===== src/rtl/instruction_fetch_if.sv =====
// Instruction memory bus between the fetch stage and a combinational instruction memory.
// The fetch stage drives the address, and the memory returns the word in the same cycle.
interface instruction_fetch_if;
   logic [31:0] imem_addr;
   logic [31:0] imem_instr;

   modport master (output imem_addr, input imem_instr);
   modport slave  (input imem_addr, output imem_instr);
endinterface


===== src/rtl/instruction_fetch.sv =====
// IF stage: PC register, redirect/stall next-PC selection, IF/ID pipeline register
// and delivered-instruction / stall-cycle counters.
module instruction_fetch #(
   parameter logic [31:0] RESET_PC   = 32'h00400000,
   parameter logic [31:0] EXC_VECTOR = 32'h80000180
) (
   input  logic                 clk,
   input  logic                 reset,
   instruction_fetch_if.master  imem,
   input  logic                 stall_if,
   input  logic                 branch_taken,
   input  logic [31:0]          branch_target,
   input  logic                 jump,
   input  logic [31:0]          jump_target,
   input  logic                 exception,
   output logic [31:0]          pc,
   output logic [31:0]          id_instr,
   output logic [31:0]          id_pc_plus4,
   output logic                 id_valid,
   output logic [31:0]          fetch_count,
   output logic [31:0]          stall_count
);

   logic        redirect;
   logic [31:0] pc_plus4;
   logic [31:0] next_pc_raw;
   logic [31:0] next_pc;

   assign imem.imem_addr = pc;
   assign pc_plus4       = pc + 32'd4;
   assign redirect       = exception | branch_taken | jump;

   always_comb begin
      next_pc_raw = pc_plus4;
      if (exception)         next_pc_raw = EXC_VECTOR;
      else if (branch_taken) next_pc_raw = branch_target;
      else if (jump)         next_pc_raw = jump_target;
      else if (stall_if)     next_pc_raw = pc;
   end

   // Every value loaded into pc is word aligned, whatever the target's low bits were.
   assign next_pc = {next_pc_raw[31:2], 2'b00};

   always_ff @(posedge clk) begin
      if (reset) begin
         pc          <= {RESET_PC[31:2], 2'b00};
         id_instr    <= '0;
         id_pc_plus4 <= '0;
         id_valid    <= 1'b0;
         fetch_count <= '0;
         stall_count <= '0;
      end else begin
         pc <= next_pc;
         if (redirect) begin
            id_instr    <= '0;
            id_pc_plus4 <= '0;
            id_valid    <= 1'b0;
         end else if (stall_if) begin
            stall_count <= stall_count + 32'd1;
         end else begin
            id_instr    <= imem.imem_instr;
            id_pc_plus4 <= pc_plus4;
            id_valid    <= 1'b1;
            fetch_count <= fetch_count + 32'd1;
         end
      end
   end

endmodule

===== src/flat_wrapper.sv =====
// flat-port wrapper written by rule: the top's interface ports become plain ports
module instruction_fetch_flat 
#(
   parameter logic [31:0] RESET_PC   = 32'h00400000,
   parameter logic [31:0] EXC_VECTOR = 32'h80000180
)
  (clk, reset, stall_if, branch_taken, branch_target, jump, jump_target, exception, pc, id_instr, id_pc_plus4, id_valid, fetch_count, stall_count, imem_imem_addr, imem_imem_instr);
  instruction_fetch_if imem_i ();
  input  logic clk;
  input  logic reset;
  input  logic stall_if;
  input  logic branch_taken;
  input  logic [31:0] branch_target;
  input  logic jump;
  input  logic [31:0] jump_target;
  input  logic exception;
  output logic [31:0] pc;
  output logic [31:0] id_instr;
  output logic [31:0] id_pc_plus4;
  output logic id_valid;
  output logic [31:0] fetch_count;
  output logic [31:0] stall_count;
  output wire logic [$bits(imem_i.imem_addr)-1:0] imem_imem_addr;
  input wire logic [$bits(imem_i.imem_instr)-1:0] imem_imem_instr;
  assign imem_imem_addr = imem_i.imem_addr;
  assign imem_i.imem_instr = imem_imem_instr;
  instruction_fetch #(.RESET_PC(RESET_PC), .EXC_VECTOR(EXC_VECTOR)) u_core (.clk(clk), .reset(reset), .imem(imem_i), .stall_if(stall_if), .branch_taken(branch_taken), .branch_target(branch_target), .jump(jump), .jump_target(jump_target), .exception(exception), .pc(pc), .id_instr(id_instr), .id_pc_plus4(id_pc_plus4), .id_valid(id_valid), .fetch_count(fetch_count), .stall_count(stall_count));
endmodule

===== config.mk =====
export PLATFORM = sky130hd
export DESIGN_NAME = instruction_fetch_flat
export DESIGN_NICKNAME = d
export VERILOG_FILES = /design/src/rtl/instruction_fetch_if.sv /design/src/rtl/instruction_fetch.sv /design/src/flat_wrapper.sv
export SDC_FILE = /design/constraint.sdc
export NUM_CORES = 1
export LEC_CHECK = 0
export ABC_CLOCK_PERIOD_IN_PS = 7500
export CAP_MARGIN = 20
export CORE_ASPECT_RATIO = 1.4
export CORE_MARGIN = 3
export CORE_UTILIZATION = 35
export CTS_CLUSTER_DIAMETER = 80
export DETAILED_ROUTE_END_ITERATION = 16
export PLACE_DENSITY_LB_ADDON = 0.25
export SLEW_MARGIN = 20
export SYNTH_ARGS = -nofsm -noshare
export SYNTH_HDL_FRONTEND = slang
export SYNTH_SLANG_ARGS = --single-unit
export TNS_END_PERCENT = 5

===== constraint.sdc =====
create_clock -name clk -period 7.5 [get_ports clk]
set_clock_uncertainty 0.2 [all_clocks]
set_input_delay 2.25 -clock clk [delete_from_list [all_inputs] [get_ports clk]]
set_output_delay 2.25 -clock clk [all_outputs]
set_load 0.01 [all_outputs]

### Word-level counts from Yosys, hierarchy flattened

Index checks and enable logic that the tools add are counted.

* register bits: 161
* output and inout port bits: 193
* bits of input ports: 102
* logic and storage cells: 25

* eq/ne operators: 2
* reduce and logical (&&, ||, !) cells: 4
* bitwise logic cells: 4
* mux-type cells: 4
* add/subtract/negate cells: 3

Operators with widths (count)
* 32-bit two-way mux: 4
* 32-bit by 1-bit adder with 32-bit output, second input constant: 2
* 32-bit by 3-bit adder with 32-bit output, second input constant: 1
* 4-bit by 1-bit inequality test with 1-bit output, second input constant: 1
* 2-bit AND reduction: 2
* 2-bit OR reduction: 2
* 3-bit by 1-bit inequality test with 1-bit output, second input constant: 1
* 1-bit NOT: 2
* 1-bit OR: 2

### Depth between registers and ports, before layout

Gate-level depths: netlist of run 1.

* depth after elaboration: 5
* gate-level depth with buffers: 8
* mapped depth without buffers: 6

### Worst setup path before layout of run 1

Ideal clock, no wire load.

* kind: input to register
* start: in stall_if
* end: reg u_core.fetch_count[20]
* slack: 3.307 ns
* cell stages on the path: 7
* buffers on the path: 2
* arrival: 3.866 ns
* cells stage by stage: buf_2 or4_4 buf_6 nor4_4 nand2_1 xnor2_1 nor2b_1

* word-level cells in the longest chain between the ends: 2

Ends and longest elaborated chain
* start: declaration: line flat_wrapper.sv:11 `input logic stall_if;`
* 1-bit NOT (no source line)
* 2-bit AND reduction (no source line)
* end signal: assignment: line instruction_fetch.sv:64 `fetch_count <= fetch_count + 32'd1;`
* end: declaration: line instruction_fetch.sv:20 `output logic [31:0] fetch_count,`

No other way between the ends.
A chain may end at the register's enable or synchronous reset.

### Worst setup path in the final report of run 1

* start: in jump
* end: reg u_core.id_pc_plus4[17]

* word-level cells in the longest chain between the ends: 2

Ends and longest elaborated chain
* start: declaration: line flat_wrapper.sv:14 `input logic jump;`
* 1-bit OR: line instruction_fetch.sv:31 `assign redirect = exception | branch_taken | jump;`
* 2-bit OR reduction (no source line)
* end signal: assignment: line instruction_fetch.sv:62 `id_pc_plus4 <= pc_plus4;`
* end: declaration: line instruction_fetch.sv:18 `output logic [31:0] id_pc_plus4,`

No other way between the ends.

==> results.py, run 1 <==
metrics = {
    "cts": {
        "cts.sinks": 157,
        "clk_pin_slew_worst_paths_ns": 0.08,
        "cts_buffers": 17,
        "root_buffer": "clkbuf_16",
        "clkLatencyLatePin_ns": 0.43,
        "cts_tree": "built",
        "cts_resized": 0,
        "cts_buffer_depth": 2,
        "postCtsHoldBufs": 0,
        "htree_levels": 4,
        "cts_setup_buffers": 0,
    },
    "layout": {
        "instances_no_fill": 1397,
        "n_antenna_cell": 0,
        "final_cell_mix": "clkdlybuf4s50_1, dfxtp_1, nor2_1, nand2_1, xor2_1",
        "nNetsFinal": 1229,
        "final_common_cell": "clkdlybuf4s50_1",
        "final_layout_size_suffix_gt1_share_pct": 5.19,
        "area_growth_pct": 43.5,
    },
    "routing": {
        "num_vias": 7315,
        "ant_nets": 0,
        "remaining_drc_errors": 0,
        "initialDrtViolationCount": 488,
        "viasPerCell": 5.24,
        "drtPass1Iterations": 5,
        "wl_per_cell_um": 18.5,
        "wl_um": 25800,
    },
    "grt": {
        "grtUsageTotal_pct": 21.4,
        "grt_max_degree": 76,
        "grt_pass1_vias": 7160,
        "antenna_found_initial": 0,
        "grt_pass1_wl_um": 39800,
        "overflow": 0,
    },
    "place": {
        "routabilityCongestion": 0.812,
        "dpl.hpwl_um": 19000,
        "place_inst": 1364,
        "port_buffers": 284,
        "place_ws_ns": 2.01,
    },
    "power": {
        "power_density_mw_per_mm2": 176,
        "vdd_drop_max_mv": 0.153,
        "p_leak_nw": 3.93,
    },
    "yosys": {
        "synth-warning-count": 0,
        "syn_inst": 897,
        "synth_ff_type": "dfxtp_1",
        "synth_cell_types": 61,
        "async_flop_share_pct": 0,
        "mappedNetlistArea_mm2": 0.00764,
        "synth_seq_cells": 157,
        "synth_edf_count": 0,
        "synth.avg_cell_area_um2": 8.52,
        "ys_seq_area_share_pct": 41.1,
    },
    "setup_path": {
        "worst-path-max-fanout": 22,
        "critPathKind": "input pin to flip-flop",
        "end_kind": "flip-flop",
        "cp.required_ns": 7.66,
        "crit_arrival_ns": 5.28,
        "startpoint_type": "input pin",
    },
    "die": {
        "initial_core_util_pct": 35.9,
        "row_count": 63,
        "pin_count": 295,
        "die_h_um": 181,
        "core_area_mm2": 0.0213,
        "die_w_um": 131,
        "die_area_mm2": 0.0237,
    },
    "sta": {
        "slew_violations": 0,
        "relSlewSlack_pct": 38.3,
        "worstMarginPinSlew_ns": 0.919,
        "setup_viol": 0,
        "period_share_pct": 68.3,
        "hold_viol_final": 0,
        "fmaxAchievable_ghz": 0.195,
        "rsz0062_at_grt": "false",
        "setup_slack_ns": 2.38,
        "finalCriticalPeriod_ns": 5.12,
        "fin_tns_setup_ns": 0,
    },
    "status": {
        "status": "complete, no violations",
    },
    "worst_hold_path": {
        "hold_class": "flip-flop to flip-flop",
    },
    "flow_run": {
        "cap_violations": 0,
    },
}
-- final timing paths --
kind                                          from                                     end  slack, ns  cells after the start
max                                           jump     u_core.id_pc_plus4[17]$_SDFFE_PP0N_       2.38                      8
min            u_core.id_pc_plus4[12]$_SDFFE_PP0N_     u_core.id_pc_plus4[12]$_SDFFE_PP0N_       0.27                      2
max reg2reg  u_core.imem.imem_addr[8]$_SDFFE_PP0P_  u_core.imem.imem_addr[31]$_SDFFE_PP0P_       4.69                      5
min reg2reg    u_core.id_pc_plus4[12]$_SDFFE_PP0N_     u_core.id_pc_plus4[12]$_SDFFE_PP0N_       0.27                      2
-- synthesized netlist by cell type (all sizes together) (3+ instances only) --
library cell  instances  share of area [%]
and4                 13                1.5
o22ai                10               0.82
xnor2                32                3.7
nand3                40                2.6
or3                   3               0.25
clkbuf               38                1.9
nor3                 23                1.5
inv                  10               0.49
buf                  53                4.6
ha                    3               0.49
a211oi                6               0.59
xor2                 52                6.0
mux2                  4               0.59
o211ai                5               0.49
and3                  7               0.57
dfxtp               157                 41
nor2b                11               0.90
mux2i                38                5.0
a31oi                 3               0.25
nand2                60                2.9
o211a                 4               0.52
o31a                  4               0.46
nor2                130                6.4
nand4                35                2.9
nor4                 16                2.2
a22oi                 8               0.79
a21oi                44                2.9
o21ai                49                3.2
nand2b                4               0.33
-- routing by layer --
layer,track usage (%),vias up,wire (µm)
li1,-,3583,-
met3,6.09,27,1980
met1,26.3,3405,10600
met5,0,-,0
met2,36.0,300,12800
met4,6.67,0,409
-- sequential cells by signal (all words and copies together), names as in the netlist --
name                   cells
u_core.fetch_count        32
u_core.id_instr           32
u_core.id_pc_plus4        30
u_core.id_valid            1
u_core.imem.imem_addr     30
u_core.stall_count        32
-- cell type report --
type	count	area [µm²]
timing repair buffer	294	2900
sequential	157	3140
tap	260	325
clock inverter	13	121
inverter	10	37.5
clock buffer	19	453
multi-input combinational	644	3980
fill	2049	10300
-- kinds of logic after synthesis --
| family | count (synthesis) | synth area share, % |
|---|---|---|
| XOR/XNOR | 84 | 9.63 |
| adder cells (fa/ha/maj) | 3 | 0.491 |
| AO/OA/AOI/OAI | 152 | 12.2 |
| buffers and inverters | 101 | 6.99 |
| multiplexers | 42 | 5.57 |
| flip-flops | 157 | 41.1 |
| other | 1 | 0.0491 |
| AND/OR/NAND/NOR | 357 | 23.9 |
-- where the power goes --
group / leakage, nW / switching, mW / internal (mW)
clock network: 0.279 / 0.394 / 0.457
registers: 1.27 / 0.0232 / 0.846
logic: 2.38 / 0.0967 / 0.112
-- through the flow --
| step | power, mW | hold slack (ns) | cell area, µm² | utilization, % |
|---|---|---|---|---|
| 3_5_place_dp | 1.10 | 0.257 | 10400 | 48.8 |
| 5_1_grt | 2.00 | 0.285 | 11000 | 51.5 |
| 3_3_place_gp | 1.10 | 0.252 | 10400 | 48.8 |
| 2_1_floorplan | 0.986 | 0.286 | 7660 | - |
| 4_1_cts | 1.95 | 0.269 | 11000 | 51.5 |
| 6_report | 1.93 | 0.266 | 11000 | 51.5 |
-- critical path: stages --
cell	delay [ns]
clkdlybuf4s50_1	0.76
buf_4	0.40
inv_1	0.43
nand2_1	0.33
nor2_1	0.53
buf_4	0.30
o21ai_0	0.12
a21oi_1	0.14
(Power assumes the default switching activity.)
==> run 2: changes to the inputs <==
--- a/config.mk
+++ b/config.mk
@@ -5,7 +5,7 @@
 export SDC_FILE = /design/constraint.sdc
 export NUM_CORES = 1
 export LEC_CHECK = 0
-export ABC_CLOCK_PERIOD_IN_PS = 7500
+export ABC_CLOCK_PERIOD_IN_PS = 4310
 export CAP_MARGIN = 20
 export CORE_ASPECT_RATIO = 1.4
 export CORE_MARGIN = 3
==> constraint.sdc (replaced) <==
create_clock -name clk -period 4.31 [get_ports clk]
set_clock_uncertainty 0.2 [all_clocks]
set_input_delay 1.293 -clock clk [delete_from_list [all_inputs] [get_ports clk]]
set_output_delay 1.293 -clock clk [all_outputs]
set_load 0.01 [all_outputs]
==> results.py, run 2 (synthesis results as in run 1) <==
metrics = {
    "status": {
        "status": "complete, no violations",
    },
    "sta": {
        "slew_violations": 0,
        "worstMarginPinSlew_ns": 0.883,
        "finalCriticalPeriod_ns": 3.40,
        "setup_slack_ns": 0.911,
        "whs_ns": 0.273,
        "rsz0062_at_grt": "false",
        "period_share_pct": 78.9,
        "relSlewSlack_pct": 40.6,
        "setup_viol": 0,
        "fin_tns_setup_ns": 0,
        "fmaxAchievable_ghz": 0.294,
        "hold_viol_final": 0,
    },
    "layout": {
        "fillCellCount": 2040,
        "largestRegisters": "u_core.fetch_count (32), u_core.id_instr (32), u_core.stall_count (32)",
        "area_growth_pct": 44.7,
        "instances_no_fill": 1408,
        "final_cell_mix": "clkdlybuf4s50_1, dfxtp_1, nor2_1, nand2_1, xor2_1",
        "nNetsFinal": 1240,
        "final_common_cell": "clkdlybuf4s50_1",
        "n_antenna_cell": 0,
        "final_layout_size_suffix_gt1_share_pct": 6.18,
    },
    "die": {
        "row_count": 63,
        "die_area_mm2": 0.0237,
        "initial_core_util_pct": 35.9,
        "die_h_um": 181,
        "core_area_mm2": 0.0213,
        "pin_count": 295,
        "die_w_um": 131,
    },
    "power": {
        "pwr-share-seq_pct": 44.8,
        "p_leak_nw": 3.99,
        "p_sw_share_pct": 27.1,
        "p_int_mw": 2.46,
        "total_power_mw": 3.37,
        "clkPwrFrac_pct": 44.3,
        "comb_power_share_pct": 10.9,
        "p_sw_mw": 0.913,
        "vdd_drop_max_mv": 0.262,
        "power_density_mw_per_mm2": 305,
    },
    "setup_path": {
        "end_kind": "flip-flop",
        "critPathKind": "input pin to flip-flop",
        "crit_arrival_ns": 3.48,
        "worst-path-max-fanout": 35,
        "cp_num_buf_inv": 2,
        "critPathMaxStageDelay_ns": 0.61,
        "cp_top_family": "simple AND/OR/NAND/NOR gates",
        "cp.required_ns": 4.39,
        "crit_chain": "clkdlybuf4s50_1 > buf_4 > nor4b_2 > nor4b_4 > nand4_1 > xor2_1 > nor2_1",
        "startpoint_type": "input pin",
        "cp_slowest_cell": "nor4b_4",
        "rrSetupSlack_ns": 1.50,
    },
    "flow_run": {
        "cap_violations": 0,
    },
    "worst_hold_path": {
        "hold_class": "flip-flop to flip-flop",
    },
    "cts": {
        "clkLatencyLatePin_ns": 0.43,
        "cts_setup_buffers": 0,
        "htree_levels": 4,
        "cts_resized": 0,
        "postCtsHoldBufs": 0,
        "cts_buffer_depth": 2,
        "cts_buffers": 17,
        "clk_pin_slew_worst_paths_ns": 0.07,
        "cts_tree": "built",
        "cts.sinks": 157,
        "root_buffer": "clkbuf_16",
    },
    "grt": {
        "grtUsageTotal_pct": 21.5,
        "overflow": 0,
        "grt_pass1_wl_um": 39800,
        "grt_pass1_vias": 7107,
        "grt_max_degree": 75,
        "antenna_found_initial": 0,
    },
    "routing": {
        "remaining_drc_errors": 0,
        "drtPass1Iterations": 6,
        "num_vias": 7463,
        "ant_nets": 0,
        "wl_per_cell_um": 18.4,
        "viasPerCell": 5.30,
        "initialDrtViolationCount": 518,
        "wl_um": 25900,
    },
    "place": {
        "port_buffers": 284,
        "routabilityCongestion": 0.810,
        "place_inst": 1376,
        "dpl.hpwl_um": 19200,
        "place_ws_ns": 0.482,
    },
}
run 2: changes by cell type in the layout (fill, tap and decap cells not counted), sizes merged:
cell      delta
clkinvlp     -1
clkinv       -2
buf         +12
clkbuf       -2
inv          +4
run 2: metrics by stage:
stage	area, µm²	utilization, %
global route	11100	51.9
detailed placement	10500	49.2
CTS	11000	51.9
finish	11100	51.9
global placement	10500	49.2
floorplan	7660	-
run 2: worst paths after layout:
| path | startpoint | end | cells after the start |
|---|---|---|---|
| worst max-delay path | jump | u_core.stall_count[28]$_SDFFE_PP0P_ | 7 |
| worst min-delay path | u_core.id_pc_plus4[8]$_SDFFE_PP0N_ | u_core.id_pc_plus4[8]$_SDFFE_PP0N_ | 2 |
| worst max register to register | u_core.imem.imem_addr[8]$_SDFFE_PP0P_ | u_core.imem.imem_addr[31]$_SDFFE_PP0P_ | 5 |
| worst min register to register | u_core.id_pc_plus4[8]$_SDFFE_PP0N_ | u_core.id_pc_plus4[8]$_SDFFE_PP0N_ | 2 |
run 2: layout make-up:
| cell class | instances | area [µm²] | share of cell area [%] |
|---|---|---|---|
| Clock buffer | 18 | 439 | 3.97 |
| Clock inverter | 14 | 134 | 1.21 |
| Inverter | 10 | 37.5 | 0.340 |
| Multi-Input combinational cell | 644 | 3990 | 36.1 |
| Sequential cell | 157 | 3140 | 28.4 |
| Tap cell | 260 | 325 | 2.94 |
| Timing Repair Buffer | 305 | 2990 | 27.0 |
run 2: worst register-to-register path, delay by kind of cell, from the launching register on:
kind	cells	cell delay, ns
multiplexers	1	0.23
flip-flops	1	0.58
AND/OR/NAND/NOR	3	1.55
AO/OA/AOI/OAI	1	0.09
run 2: power groups by stage:
stage | Clock [mW] | Sequential, mW | Combinational (mW)
global placement | 0 | 1.54 | 0.367
finish | 1.49 | 1.51 | 0.368
floorplan | 0 | 1.54 | 0.178
CTS | 1.52 | 1.51 | 0.371
detailed placement | 0 | 1.55 | 0.370
global route | 1.59 | 1.52 | 0.397
run 2: per-layer routing:
| metal | vias to the layer above | share of wire (%) | global-route usage, % |
|---|---|---|---|
| li1 | 3602 | - | - |
| met1 | 3500 | 41 | 26.9 |
| met2 | 324 | 48 | 34.8 |
| met3 | 37 | 8.4 | 6.68 |
| met4 | 0 | 2.4 | 6.96 |
| met5 | - | 0 | 0 |
